File: config.mk
export PLATFORM = sky130hd
export DESIGN_NAME = bitwise_logic_unit
export DESIGN_NICKNAME = d
export VERILOG_FILES = /design/src/rtl/blu_pkg.sv /design/src/rtl/blu_op_core.sv /design/src/rtl/bitwise_logic_unit.sv
export SDC_FILE = /design/constraint.sdc
export NUM_CORES = 1
export LEC_CHECK = 0
export CORE_AREA = 3 3 81 64
export CTS_BUF_LIST = sky130_fd_sc_hd__clkbuf_8
export DETAILED_ROUTE_END_ITERATION = 10
export DIE_AREA = 0 0 84 67
export PLACE_DENSITY = 0.8
export SYNTH_ARGS = -nofsm -noshare
export SYNTH_HDL_FRONTEND = slang
export SYNTH_SLANG_ARGS = --single-unit
File: constraint.sdc
create_clock -name clk -period 6.1 [get_ports clk]
set_input_delay 1.83 -clock clk [delete_from_list [all_inputs] [get_ports clk]]
set_output_delay 1.83 -clock clk [all_outputs]
set_load 0.005 [all_outputs]
File: src/rtl/blu_pkg.sv
// Shared types for the bitwise logic unit.
//   blu_op_e  : 3-bit function select, OP_AND..OP_MUX
//   BLU_OP_W  : width of the function select
package blu_pkg;

    localparam int unsigned BLU_OP_W = 3;

    typedef enum logic [BLU_OP_W-1:0] {
        OP_AND  = 3'd0,
        OP_OR   = 3'd1,
        OP_XOR  = 3'd2,
        OP_NAND = 3'd3,
        OP_NOR  = 3'd4,
        OP_XNOR = 3'd5,
        OP_AOX  = 3'd6,
        OP_MUX  = 3'd7
    } blu_op_e;

endpackage : blu_pkg

File: src/rtl/blu_op_core.sv
// Combinational function core of the bitwise logic unit.
// Ports:
//   a, b, c : WIDTH-bit operands (c only used by AOX and MUX)
//   op      : function select (blu_op_e)
//   result  : WIDTH-bit bitwise function output
module blu_op_core
    import blu_pkg::*;
#(
    parameter int unsigned WIDTH = 8
) (
    input  logic [WIDTH-1:0] a,
    input  logic [WIDTH-1:0] b,
    input  logic [WIDTH-1:0] c,
    input  blu_op_e          op,
    output logic [WIDTH-1:0] result
);

    // Function select
    always_comb begin
        result = '0;
        case (op)
            OP_AND:  result = a & b;
            OP_OR:   result = a | b;
            OP_XOR:  result = a ^ b;
            OP_NAND: result = ~(a & b);
            OP_NOR:  result = ~(a | b);
            OP_XNOR: result = ~(a ^ b);
            OP_AOX:  result = (a & b) ^ (b | c);
            // per-bit select: a where c=1, b where c=0
            OP_MUX:  result = (a & c) | (b & ~c);
            default: result = '0;
        endcase
    end

endmodule : blu_op_core

File: src/rtl/bitwise_logic_unit.sv
// Two-stage pipelined bitwise logic unit with valid/ready on both sides.
// S1 holds the accepted operands, S2 holds result/zero/parity.
// Optional feature macro: BLU_PARITY_EN (registered ^result on parity;
// when undefined parity is tied 0 and no reduction logic exists).
// Ports:
//   clk, rst_n          : clock, async active-low reset
//   in_valid / in_ready : input handshake (in_ready combinational from out_ready)
//   a, b, c, op         : operands and function select
//   out_valid/out_ready : output handshake
//   result, zero, parity: registered function output and flags
module bitwise_logic_unit
    import blu_pkg::*;
#(
    parameter int unsigned WIDTH = 8
) (
    input  logic                clk,
    input  logic                rst_n,
    input  logic                in_valid,
    output logic                in_ready,
    input  logic [WIDTH-1:0]    a,
    input  logic [WIDTH-1:0]    b,
    input  logic [WIDTH-1:0]    c,
    input  logic [BLU_OP_W-1:0] op,
    output logic                out_valid,
    input  logic                out_ready,
    output logic [WIDTH-1:0]    result,
    output logic                zero,
    output logic                parity
);

    logic             s1_valid_q, s1_valid_d;
    logic [WIDTH-1:0] s1_a_q, s1_a_d;
    logic [WIDTH-1:0] s1_b_q, s1_b_d;
    logic [WIDTH-1:0] s1_c_q, s1_c_d;
    blu_op_e          s1_op_q, s1_op_d;

    logic             s2_valid_q, s2_valid_d;
    logic [WIDTH-1:0] s2_result_q, s2_result_d;
    logic             s2_zero_q, s2_zero_d;

    logic             s2_free;
    logic             s1_adv;
    logic             in_fire;
    logic [WIDTH-1:0] core_result;

    // Handshake: S2 can take new data if empty or being drained this cycle
    assign s2_free  = !s2_valid_q || out_ready;
    assign s1_adv   = s1_valid_q && s2_free;
    assign in_ready = !s1_valid_q || s2_free;
    assign in_fire  = in_valid && in_ready;

    blu_op_core #(
        .WIDTH (WIDTH)
    ) u_core (
        .a      (s1_a_q),
        .b      (s1_b_q),
        .c      (s1_c_q),
        .op     (s1_op_q),
        .result (core_result)
    );

    // Next-state for both stages; data registers hold unless loaded
    always_comb begin
        s1_valid_d  = s1_valid_q;
        s1_a_d      = s1_a_q;
        s1_b_d      = s1_b_q;
        s1_c_d      = s1_c_q;
        s1_op_d     = s1_op_q;
        s2_valid_d  = s2_valid_q;
        s2_result_d = s2_result_q;
        s2_zero_d   = s2_zero_q;

        if (in_fire) begin
            s1_valid_d = 1'b1;
            s1_a_d     = a;
            s1_b_d     = b;
            s1_c_d     = c;
            s1_op_d    = blu_op_e'(op);
        end else if (s1_adv) begin
            s1_valid_d = 1'b0;
        end

        if (s1_adv) begin
            s2_valid_d  = 1'b1;
            s2_result_d = core_result;
            s2_zero_d   = (core_result == '0);
        end else if (out_ready) begin
            s2_valid_d  = 1'b0;
        end
    end

    // Pipeline registers
    always_ff @(posedge clk or negedge rst_n) begin
        if (!rst_n) begin
            s1_valid_q  <= 1'b0;
            s1_a_q      <= '0;
            s1_b_q      <= '0;
            s1_c_q      <= '0;
            s1_op_q     <= OP_AND;
            s2_valid_q  <= 1'b0;
            s2_result_q <= '0;
            s2_zero_q   <= 1'b0;
        end else begin
            s1_valid_q  <= s1_valid_d;
            s1_a_q      <= s1_a_d;
            s1_b_q      <= s1_b_d;
            s1_c_q      <= s1_c_d;
            s1_op_q     <= s1_op_d;
            s2_valid_q  <= s2_valid_d;
            s2_result_q <= s2_result_d;
            s2_zero_q   <= s2_zero_d;
        end
    end

`ifdef BLU_PARITY_EN
    logic s2_parity_q, s2_parity_d;

    // Parity is captured alongside result
    always_comb begin
        s2_parity_d = s2_parity_q;
        if (s1_adv) begin
            s2_parity_d = ^core_result;
        end
    end

    always_ff @(posedge clk or negedge rst_n) begin
        if (!rst_n) begin
            s2_parity_q <= 1'b0;
        end else begin
            s2_parity_q <= s2_parity_d;
        end
    end

    assign parity = s2_parity_q;
`else
    assign parity = 1'b0;
`endif

    assign out_valid = s2_valid_q;
    assign result    = s2_result_q;
    assign zero      = s2_zero_q;

endmodule : bitwise_logic_unit
# Yosys cells after proc, flatten, opt, wreduce, memory -nomap -nowiden
# Index checks and enable logic that the tools add are counted.
[totals] elab_cells=42 out_inout_bits=12 inputBits=31 ff_bits=38
[classes] n_bitwise=12 eq_ne=7 n_reduce_logical=10 mux=5
[op_table] operator="$pmux W8 S8" count=1
[op_table] operator="$not A8 Y8" count=4
[op_table] operator="$and A8 B8 Y8" count=3
[op_table] operator="$or A8 B8 Y8" count=3
[op_table] operator="$xor A8 B8 Y8" count=2
[op_table] operator="$eq A3 B3 Y1 const B" count=4
[op_table] operator="$logic_not A8 Y1" count=1
[op_table] operator="$eq A3 B2 Y1 const B" count=2
[op_table] operator="$mux W1" count=4
[op_table] operator="$reduce_bool A2 Y1" count=2
[op_table] operator="$eq A3 B1 Y1 const B" count=1
[op_table] operator="$logic_not A3 Y1" count=1
[op_table] operator="$logic_and A1 B1 Y1" count=2
[op_table] operator="$logic_not A1 Y1" count=2
[op_table] operator="$logic_or A1 B1 Y1" count=2

# Logic depth before layout (Yosys ltp)
# Gate-level depths: netlist of the first run.
[logic_depth] ltp_word=5 mapped_depth=8 ltp_nobuf=8

# By module
# From an unflattened synthesis of the first run, not the netlist that was laid out.
[unflattened] hier_cells=220 hier_area_um2=2504.9
[by_module_without_submodules] mod="bitwise_logic_unit" instances=1 cells_per_inst=87 area_each_um2=1565.3 seq_area_each_um2=950.9
[by_module_without_submodules] mod="blu_op_core" instances=1 cells_per_inst=133 area_each_um2=939.7 seq_area_each_um2=0.0

# Worst setup path before layout of the first run
# Ideal clock, no wire load.
[synth_timing] kind="input port to output port" from="input port out_ready" to="output port in_ready" setup_slack_ns=2.261 arrival_ns=2.009 n_path_buf=0 path_stages=1 required_ns=4.270 cell_sequence="nand3b_1"
[synth_between] elab_chain_len=2
[synth_rtl] item="from (decl)" line_no="bitwise_logic_unit.sv:25" text="input logic out_ready,"
[synth_rtl] item="$logic_or A1 B1 Y1" line_no="bitwise_logic_unit.sv:47" text="assign s2_free = !s2_valid_q || out_ready;"
[synth_rtl] item="$logic_or A1 B1 Y1" line_no="bitwise_logic_unit.sv:49" text="assign in_ready = !s1_valid_q || s2_free;"
[synth_rtl] item="to (decl)" line_no="bitwise_logic_unit.sv:19" text="output logic in_ready,"
# Every way passes these cells.

# Worst setup path in the final report of the first run
# Ends and elaborated chain as after synthesis.

==> flow_summary_export.csv, run 1 <==
group,metric,value,unit
worst_setup_path,r2r_cells,6,
power,pwr-share-comb,34.3,%
timing,hold_viol_final,0,
die,rows,21,
synthesis,synth_cells,227,
die,ios,43,
timing,fmax,208.9,MHz
layout,fin_area,2917,sq um
cts,cts_buffers,5,
synthesis,synth_top_area_cell,"dfrtp_1",
power,p_per_area,298.3,nW/um^2
grt,antenna_found_initial,0,
cts,clk_path_buf_depth,2,
min_path,min_path_cells,1,
power,switchingPower,0.0002669,W
timing,worst_pin_slew,1.153,ns
min_path,worstHoldStart,"s1_valid_q",
worst_setup_path,crit_arrival,2.96,ns
grt,grt_max_degree,40,
min_path,hp-class,"flop to flop",
power,clkPwrFrac,24.0,%
worst_setup_path,setup.worst_path.start_class,"input pin",
layout,layout-drive-gt1-share,18.25,%
timing,grt_setup_unrepaired,"false",
timing,drv_slew,0,
synthesis,synth_ff_type,"dfrtp_1",
timing,final.setup_skew,0.002350,ns
synthesis,avgSynthCellArea,10.54,sq um
routing,drtIter0Drc,121,
worst_setup_path,crit_fanout,3,
timing,slew_headroom,22.93,%
placement,place_hpwl,3222,microns
cts,clk_pin_slew,0.07,ns
routing,drt-vias-per-instance,5.588,
routing,firstDrtPassIters,4,
die,die_w,84,microns
timing,fin_crit_sh,78.49,%
layout,postLayoutCoreUtil,65.68,%
power,p_seq_share,41.7,%
cts,tritoncts,"built",
min_path,whs_endpoint,"out_valid",
synthesis,synthesis.area,2392,sq um
placement,place_congestion,0.7603,
power,p_int,0.0006031,W
grt,grt_usage,17.23,%
synthesis,synth.area.top_cells,"dfrtp_1 40%, mux2_2 17%, ha_1 8.4%",
grt,overflow,0,
power,p_total,0.0008700,W
power,power.leakage,1.304,nW
worst_setup_path,rrSetupSlack,3.32,ns
synthesis,ys_warn_count,0,
job,drv_cap,0,
routing,wl_met3,261,microns
power,ir_worst_vdd,177.2,uV
layout,areaGrowthSynthToFinish,21.91,%
grt,grt_pass1_wl,7659,microns
placement,place_area,2808,sq um
layout,nNetsFinal,309,
worst_setup_path,crit_type,"input pin to output port",
synthesis,synth.most_common_cell,"dfrtp_1",
die,core_area,4441,sq um
synthesis,syn_nets,274,
timing,fin_setup_tns,0,ns
cts,clock-sinks,38,
cts,post_cts_buffers,0,
cts,holdBufCountCts,0,
layout,num-fill-cells,362,
synthesis,ys_top_cells_by_count,"38 x dfrtp_1, 36 x mux2_2, 21 x inv_1",
timing,setup_viol,0,
synthesis,ys_ff_latch,38,
worst_setup_path,r2r_start,"s1_op_q[2]",
routing,met2_length,1957,microns
outcome,status,"finished, final reports clean",
routing,top_layer_used,"met4",
die,die_area,5628,sq um
synthesis,synth_edf_count,0,
routing,drc,0,
die,die_h,67,microns
synthesis,ys_seq_area_share,39.75,%
worst_setup_path,critPathRequiredTime,4.27,ns
cts,clk_latency,0.29,ns
cts,cts_resized,0,
die,start_util,53.87,%
synthesis,synth_cell_types,42,
power,p_sw_share,30.68,%
synthesis,synth_top_area_share,39.75,%
timing,period_needed,4.788,ns
routing,drtAntennaViolNets,0,
routing,routed_wl,4401,microns
routing,num_vias,1788,
worst_setup_path,end_kind,"output port",
cts,root_buffer,"clkbuf_8",
cts,htreeDepth,2,
routing,wl_met1,2137,microns
worst_setup_path,r2r_end,"zero",
grt,grt_pass1_vias,1640,
routing,wl_per_cell,13.75,microns
placement,io_buffers,41,
synthesis,ys_async_sr_fraction,100.0,%
layout,diodes,0,
## sequential cells by signal, indices dropped and copies added, names as in the netlist
name / count
out_valid: 1
result: 8
s1_a_q: 8
s1_b_q: 8
s1_c_q: 8
s1_op_q: 3
s1_valid_q: 1
zero: 1
## worst max-delay path, stage by stage
cell	delay (ns)
clkdlybuf4s50_1	0.47
nand3b_1	0.15
clkdlybuf4s50_1	0.51
## worst max-delay path by stage
stage / startpoint / endpoint / slack [ns] / cells after the start
6_report: out_ready / in_ready / 1.31 / 3
2_1_floorplan: out_ready / in_ready / 2.26 / 1
3_3_place_gp: out_ready / in_ready / 1.34 / 3
5_1_grt: out_ready / in_ready / 1.27 / 3
3_5_place_dp: out_ready / in_ready / 1.32 / 3
4_1_cts: out_ready / in_ready / 1.31 / 3
## cell families after synthesis
| family | after synthesis | synth area share, % |
|---|---|---|
| and+or+nand+nor | 47 | 9.885 |
| muxes | 52 | 24.16 |
| adders and majority gates | 16 | 8.368 |
| buffers and inverters | 35 | 6.015 |
| DFF | 38 | 39.75 |
| other | 1 | 0.1568 |
| AOI/OAI and AO/OA | 38 | 11.66 |
## cell usage in the layout, fill, tap and decap left out, types with 2 or more instances in the layout
cell and instances:
clkdlybuf4s50_1 40, dfrtp_1 38, mux2_2 36, inv_1 21
nor2_1 18, ha_1 16, mux2i_1 15, a21oi_1 9
nand2_1 7, clkbuf_8 5, nand2b_1 4, a311oi_1 4
o31ai_1 4, nand3b_1 3, o21ai_0 3, nor2b_1 3
nor4_1 3, o221ai_1 3, nor3_1 2, nor3b_1 2
or3_1 2, a211oi_1 2, clkinv_2 2
## layout make-up
type / instances / area (sq um) / share of cell area, %
Timing Repair Buffer: 41 / 405.4 / 13.90
Sequential cell: 38 / 950.9 / 32.60
Clock inverter: 3 / 40.04 / 1.373
Tap cell: 57 / 71.32 / 2.445
Inverter: 22 / 82.58 / 2.831
Clock buffer: 5 / 68.82 / 2.360
Multi-Input combinational cell: 154 / 1297 / 44.49
## metrics by stage
stage               hold WS [ns]  worst slack [ns]  cells
global route              0.5222             1.266    320
finish                    0.5025             1.312    320
detailed placement        0.4796             1.321    312
global placement          0.4806             1.338    312
CTS                       0.5011             1.311    320
floorplan                 0.4572             2.261    227
## layer usage
metal / global-route usage (%) / up-vias
met3: 5.315 / 5
met1: 22.70 / 858
met4: 5.823 / 0
met2: 27.08 / 44
met5: 0 / -
li1: - / 881
## power by group through the flow
stage / combinational, W / sequential [W] / clock (W)
after floorplan: 0.000208 / 0.000341 / 0
after global placement: 0.000288 / 0.000366 / 0
after detailed placement: 0.000299 / 0.000368 / 0
after CTS: 0.000301 / 0.000363 / 0.000215
after global routing: 0.000336 / 0.000373 / 0.000227
final: 0.000298 / 0.000363 / 0.000209
No activity file was read; power rests on OpenSTA's default activity.
==> run 2, diff against run 1 <==
- CORE_AREA: 3 3 81 64 -> 3 3 85 67
- DIE_AREA: 0 0 84 67 -> 0 0 88 70
- PLACE_DENSITY: 0.8 -> 0.77
- clock period: 6.1 -> 4.4 ns (I/O delays scaled with it)
==> run 2 against run 1 <==
Compared with the run above: non-clock buffer count increased by 1; via count increased by 0.95%; final cell count increased by 0.94%; total power increased by 30%; die area increased by 9.5%.
==> flow_summary_export.csv, run 2 (synthesis results as in run 1) <==
group,metric,value,unit
outcome,status,"finished, final reports clean",
power,switchingPower,0.0003586,W
worst_setup_path,worst-path-stages,3,
placement,place_congestion,0.7648,
routing,num_vias,1805,
worst_setup_path,max_stage_delay,0.51,ns
cts,clk_latency,0.29,ns
timing,hold_viol_final,0,
worst_setup_path,crit_start,"out_ready",
cts,tritoncts,"built",
timing,period_needed,3.747,ns
cts,htreeDepth,2,
worst_setup_path,critPathRequiredTime,3.08,ns
die,start_util,49.10,%
die,core_area,4872,sq um
timing,whs,0.5007,ns
cts,post_cts_buffers,0,
timing,worst_pin_slew,1.132,ns
layout,layout-drive-gt1-share,17.49,%
cts,holdBufCountCts,0,
worst_setup_path,endpoint,"in_ready",
layout,layout_common_cells,"40 x clkdlybuf4s50_1, 38 x dfrtp_1, 36 x mux2_2, 23 x inv_1, 18 x nor2_1",
timing,final.setup_skew,0.005138,ns
power,pwr-share-comb,36.1,%
cts,cts_buffers,5,
cts,root_buffer,"clkbuf_8",
placement,place_hpwl,3171,microns
timing,drv_slew,0,
placement,io_buffers,41,
routing,drt-vias-per-instance,5.588,
layout,layout_commonest_cell,"clkdlybuf4s50_1",
power,p_total,0.001132,W
timing,fin_setup_tns,0,ns
worst_setup_path,crit_arrival,2.43,ns
worst_setup_path,r2r_cells,6,
routing,drtAntennaViolNets,0,
routing,drtIter0Drc,120,
worst_setup_path,crit_fanout,3,
min_path,hp-class,"flop to flop",
worst_setup_path,rrSetupSlack,1.66,ns
timing,grt_setup_unrepaired,"false",
power,p_seq_share,44.6,%
die,die_w,88,microns
job,drv_cap,0,
worst_setup_path,cp_common_cell,"clkdlybuf4s50_1",
timing,slew_headroom,24.54,%
layout,areaGrowthSynthToFinish,21.03,%
layout,postLayoutCoreUtil,59.42,%
power,p_int,0.0007734,W
worst_setup_path,crit_type,"input pin to output port",
layout,diodes,0,
timing,fmax,266.9,MHz
timing,fin_crit_sh,85.15,%
routing,drc,0,
die,die_h,70,microns
power,p_sw_share,31.68,%
grt,grt_pass1_vias,1657,
worst_setup_path,end_kind,"output port",
power,power.leakage,1.297,nW
die,rows,22,
grt,overflow,0,
worst_setup_path,r2r_end,"zero",
cts,cts_resized,0,
routing,routed_wl,4366,microns
worst_setup_path,cp.buffers_inverters,2,
routing,firstDrtPassIters,4,
worst_setup_path,setup.worst_path.start_class,"input pin",
die,die_area,6160,sq um
cts,clk_pin_slew,0.07,ns
layout,nNetsFinal,310,
worst_setup_path,crit_chain,"clkdlybuf4s50_1 -> nand3b_1 -> clkdlybuf4s50_1",
worst_setup_path,cp_slowest_cell,"clkdlybuf4s50_1",
timing,setup_viol,0,
grt,grt_pass1_wl,7617,microns
power,ir_worst_vdd,186.2,uV
power,p_per_area,391.0,nW/um^2
worst_setup_path,r2r_start,"s1_op_q[2]",
grt,grt_max_degree,40,
die,ios,43,
routing,wl_per_cell,13.52,microns
grt,grt_usage,15.39,%
cts,clk_path_buf_depth,2,
worst_setup_path,cp_top_family,"buffers and inverters",
grt,antenna_found_initial,0,
cts,clock-sinks,38,
power,clkPwrFrac,19.2,%
run 2: cell types whose count changed in the layout (fill, tap and decap cells not counted), sizes merged:
| cell | change |
|---|---|
| bufinv | -1 |
| inv | +2 |
| clkinv | -2 |
| buf | +1 |
run 2: routing by layer:
| metal | GRT usage (%) | wire length, microns | vias up |
|---|---|---|---|
| met1 | 21.75 | 2147 | 873 |
| met4 | 4.940 | 40 | 0 |
| met2 | 22.99 | 1928 | 42 |
| li1 | - | - | 885 |
| met5 | 0 | 0 | - |
| met3 | 3.774 | 250 | 5 |
run 2: area by class of cell:
cell class                      count  area, sq um
Clock inverter                      2        7.507
Clock buffer                        5        68.82
Inverter                           22        82.58
Tap cell                           60        75.07
Timing Repair Buffer               42        412.9
Fill cell                         420         1977
Sequential cell                    38        950.9
Multi-Input combinational cell    154         1297
run 2: power by group through the flow:
| stage | clock network (W) | logic (W) | registers, W |
|---|---|---|---|
| after CTS | 0.000228 | 0.000413 | 0.000506 |
| after detailed placement | 0 | 0.000411 | 0.000513 |
| after floorplan | 0 | 0.000289 | 0.000473 |
| after global placement | 0 | 0.000401 | 0.000509 |
| final | 0.000218 | 0.000409 | 0.000505 |
| after global routing | 0.000242 | 0.000460 | 0.000520 |
run 2: worst reg2reg max path, cell delays in order, from the launching register on:
cell and delay [ns]:
dfrtp_1 0.89, inv_2 0.27, mux4_2 0.40, inv_1 0.04, a221o_1 0.35, or4_1 0.52
o31ai_2 0.17
run 2: how the worst min path moves through the flow:
stage | from | endpoint | slack [ns] | cells after the start
after floorplan | s1_valid_q | out_valid | 0.46 | 1
after global placement | zero | zero | 0.49 | 2
after detailed placement | result[4] | result[4] | 0.49 | 1
after CTS | result[4] | result[4] | 0.51 | 1
after global routing | result[4] | result[4] | 0.52 | 1
final | zero | zero | 0.50 | 2
run 2: through the flow:
step,worst slack (ns),area [sq um],std cells
after floorplan,1.581,2392,227
after global placement,0.6574,2819,316
after detailed placement,0.6413,2819,316
after CTS,0.6446,2895,323
after global routing,0.5937,2895,323
final,0.6532,2895,323
==> run 3, diff against run 2 <==
- ABC_AREA: not set -> 1
- CORE_AREA: 3 3 85 67 -> 3 3 86 68
- DIE_AREA: 0 0 88 70 -> 0 0 89 71
- PLACE_DENSITY: 0.77 -> 0.76
==> run 3 against run 2 <==
Compared with the run above: core utilization down 1.7 points; cell area up 2.8%; routed wire length up 26%; synthesized cell count up 57%; critical endpoint unchanged; global-route usage up 3.3 points; sequential share of layout area down 0.88 points.
==> flow_summary_export.csv, run 3 <==
group,metric,value,unit
outcome,status,"finished, final reports clean",
synthesis,syn_nets,403,
timing,fmax,265.9,MHz
cts,holdBufCountCts,0,
layout,nNetsFinal,442,
routing,drtAntennaViolNets,0,
min_path,whs_endpoint,"result[4]",
synthesis,synth_cell_types,21,
cts,clk_latency,0.30,ns
synthesis,avgSynthCellArea,6.829,sq um
worst_setup_path,r2r_end,"zero",
grt,grt_usage,18.73,%
worst_setup_path,r2r_cells,11,
layout,layout-drive-gt1-share,5.303,%
cts,htreeDepth,2,
routing,routed_wl,5514,microns
synthesis,ys_warn_count,0,
synthesis,ys_seq_area_share,39.11,%
placement,place_congestion,0.8773,
timing,worst_pin_slew,1.050,ns
worst_setup_path,crit_arrival,2.44,ns
cts,clk_pin_slew,0.08,ns
cts,cts_resized,0,
placement,place_ws,0.6399,ns
grt,overflow,0,
die,ios,43,
die,rows,23,
layout,layout_commonest_cell,"nand2_1",
die,die_area,6319,sq um
routing,firstDrtPassIters,4,
routing,num_vias,2270,
cts,root_buffer,"clkbuf_8",
placement,io_buffers,41,
synthesis,ys_top_cells_by_count,"94 x nand2_1, 67 x nor2_1, 44 x inv_1",
worst_setup_path,r2r_start,"s1_op_q[2]",
timing,final.setup_skew,0.006257,ns
cts,tritoncts,"built",
worst_setup_path,cp_common_cell,"clkdlybuf4s50_1",
synthesis,ys_ff_latch,38,
synthesis,synthesis.area,2431,sq um
layout,postLayoutCoreUtil,57.76,%
grt,grt_max_degree,39,
synthesis,synth_ff_type,"dfrtp_1",
worst_setup_path,crit_fanout,3,
timing,hold_viol_final,0,
synthesis,synth_cells,356,
cts,clk_path_buf_depth,2,
timing,slew_headroom,29.81,%
cts,post_cts_buffers,0,
timing,grt_setup_unrepaired,"false",
layout,num-fill-cells,502,
worst_setup_path,end_kind,"output port",
grt,grt_pass1_wl,9328,microns
die,start_util,47.19,%
worst_setup_path,max_stage_delay,0.52,ns
routing,drc,0,
worst_setup_path,setup.worst_path.start_class,"input pin",
power,p_per_area,402.0,nW/um^2
cts,clock-sinks,38,
synthesis,synth_top_area_cell,"dfrtp_1",
power,p_total,0.001196,W
die,core_area,5151,sq um
routing,drt-vias-per-instance,4.956,
min_path,min_path_cells,2,
power,power.leakage,1.568,nW
synthesis,synth_edf_count,0,
layout,layout_common_cells,"94 x nand2_1, 67 x nor2_1, 44 x inv_1, 40 x clkdlybuf4s50_1, 38 x dfrtp_1",
timing,setup_viol,0,
min_path,worstHoldStart,"result[4]",
worst_setup_path,cp_slowest_cell,"clkdlybuf4s50_1",
routing,drtIter0Drc,162,
synthesis,synth_top_area_share,39.11,%
min_path,hp-class,"flop to flop",
placement,place_hpwl,3959,microns
worst_setup_path,rrSetupSlack,2.37,ns
timing,drv_slew,0,
die,die_h,71,microns
timing,period_needed,3.761,ns
die,die_w,89,microns
layout,diodes,0,
timing,fin_crit_sh,85.48,%
routing,wl_per_cell,12.04,microns
synthesis,synth.most_common_cell,"nand2_1",
worst_setup_path,crit_type,"input pin to output port",
job,drv_cap,0,
grt,grt_pass1_vias,2148,
worst_setup_path,crit_chain,"clkdlybuf4s50_1 -> inv_1 -> nand3_1 -> clkdlybuf4s50_1",
layout,ff_latch_area,950.9,sq um
synthesis,synth.area.top_cells,"dfrtp_1 39%, nand2_1 15%, nor2_1 10%",
synthesis,ys_async_sr_fraction,100.0,%
power,ir_worst_vdd,198.5,uV
timing,fin_setup_tns,0,ns
timing,postLayoutSetupSlackWorst,0.6388,ns
grt,antenna_found_initial,0,
worst_setup_path,critPathRequiredTime,3.08,ns
layout,areaGrowthSynthToFinish,22.39,%
cts,cts_buffers,5,
layout,multi_input_area,1259,sq um
[run 3: cell count changes after synthesis, sizes merged, moves of 5 or more]
cell / change
nand3: +18
a21oi: +19
o31ai: -5
mux2i: -15
mux2: -34
nand2: +88
nor2: +53
inv: +24
o21ai: +16
[run 3: area by class of cell]
class                      instances  share of cell area [%]
multi-input combinational        261                   42.30
clock buffer                       6                   2.775
sequential                        38                   31.96
tap                               62                   2.607
clock inverter                     2                  0.4205
inverter                          46                   5.803
timing repair buffer              43                   14.13
[run 3: worst max-delay path, delay by kind of cell]
| family | cells | cell delay [ns] |
|---|---|---|
| simple gates | 1 | 0.10 |
| buf+inv | 3 | 1.01 |
[run 3: kinds of logic after synthesis]
kind of cell / Yosys count / synth area share (%)
flip-flops: 38 / 39.11
adder cells (fa/ha/maj): 16 / 8.235
AO/OA/AOI/OAI: 50 / 10.45
multiplexers: 2 / 0.9263
AND/OR/NAND/NOR: 192 / 32.01
buffers and inverters: 57 / 9.110
other: 1 / 0.1543
[run 3: routing by layer]
metal | global-route usage [%] | part of all wire [%] | up-vias
li1 | - | - | 1185
met1 | 23.73 | 48 | 1024
met2 | 31.63 | 46 | 52
met3 | 4.307 | 4.9 | 9
met4 | 5.785 | 1.3 | 0
met5 | 0 | 0 | -
[run 3: worst max-delay path by stage]
stage / from / cells after the start / to
after global routing: out_ready / 4 / in_ready
after global placement: out_ready / 4 / in_ready
final: out_ready / 4 / in_ready
after floorplan: out_ready / 2 / in_ready
after CTS: out_ready / 4 / in_ready
after detailed placement: out_ready / 4 / in_ready
[run 3: through the flow]
| stage | hold slack [ns] | instances | cell area, sq um |
|---|---|---|---|
| after detailed placement | 0.4708 | 450 | 2880 |
| after CTS | 0.4883 | 458 | 2975 |
| final | 0.4825 | 458 | 2975 |
| after floorplan | 0.4724 | 356 | 2431 |
| after global placement | 0.4707 | 450 | 2880 |
| after global routing | 0.5222 | 458 | 2975 |
[run 3: where the power goes]
group	leakage (nW)	switching (W)	internal (W)
logic	1.09	0.000242	0.000207
clock network	0.0472	0.000133	0.000126
registers	0.435	0.0000646	0.000424
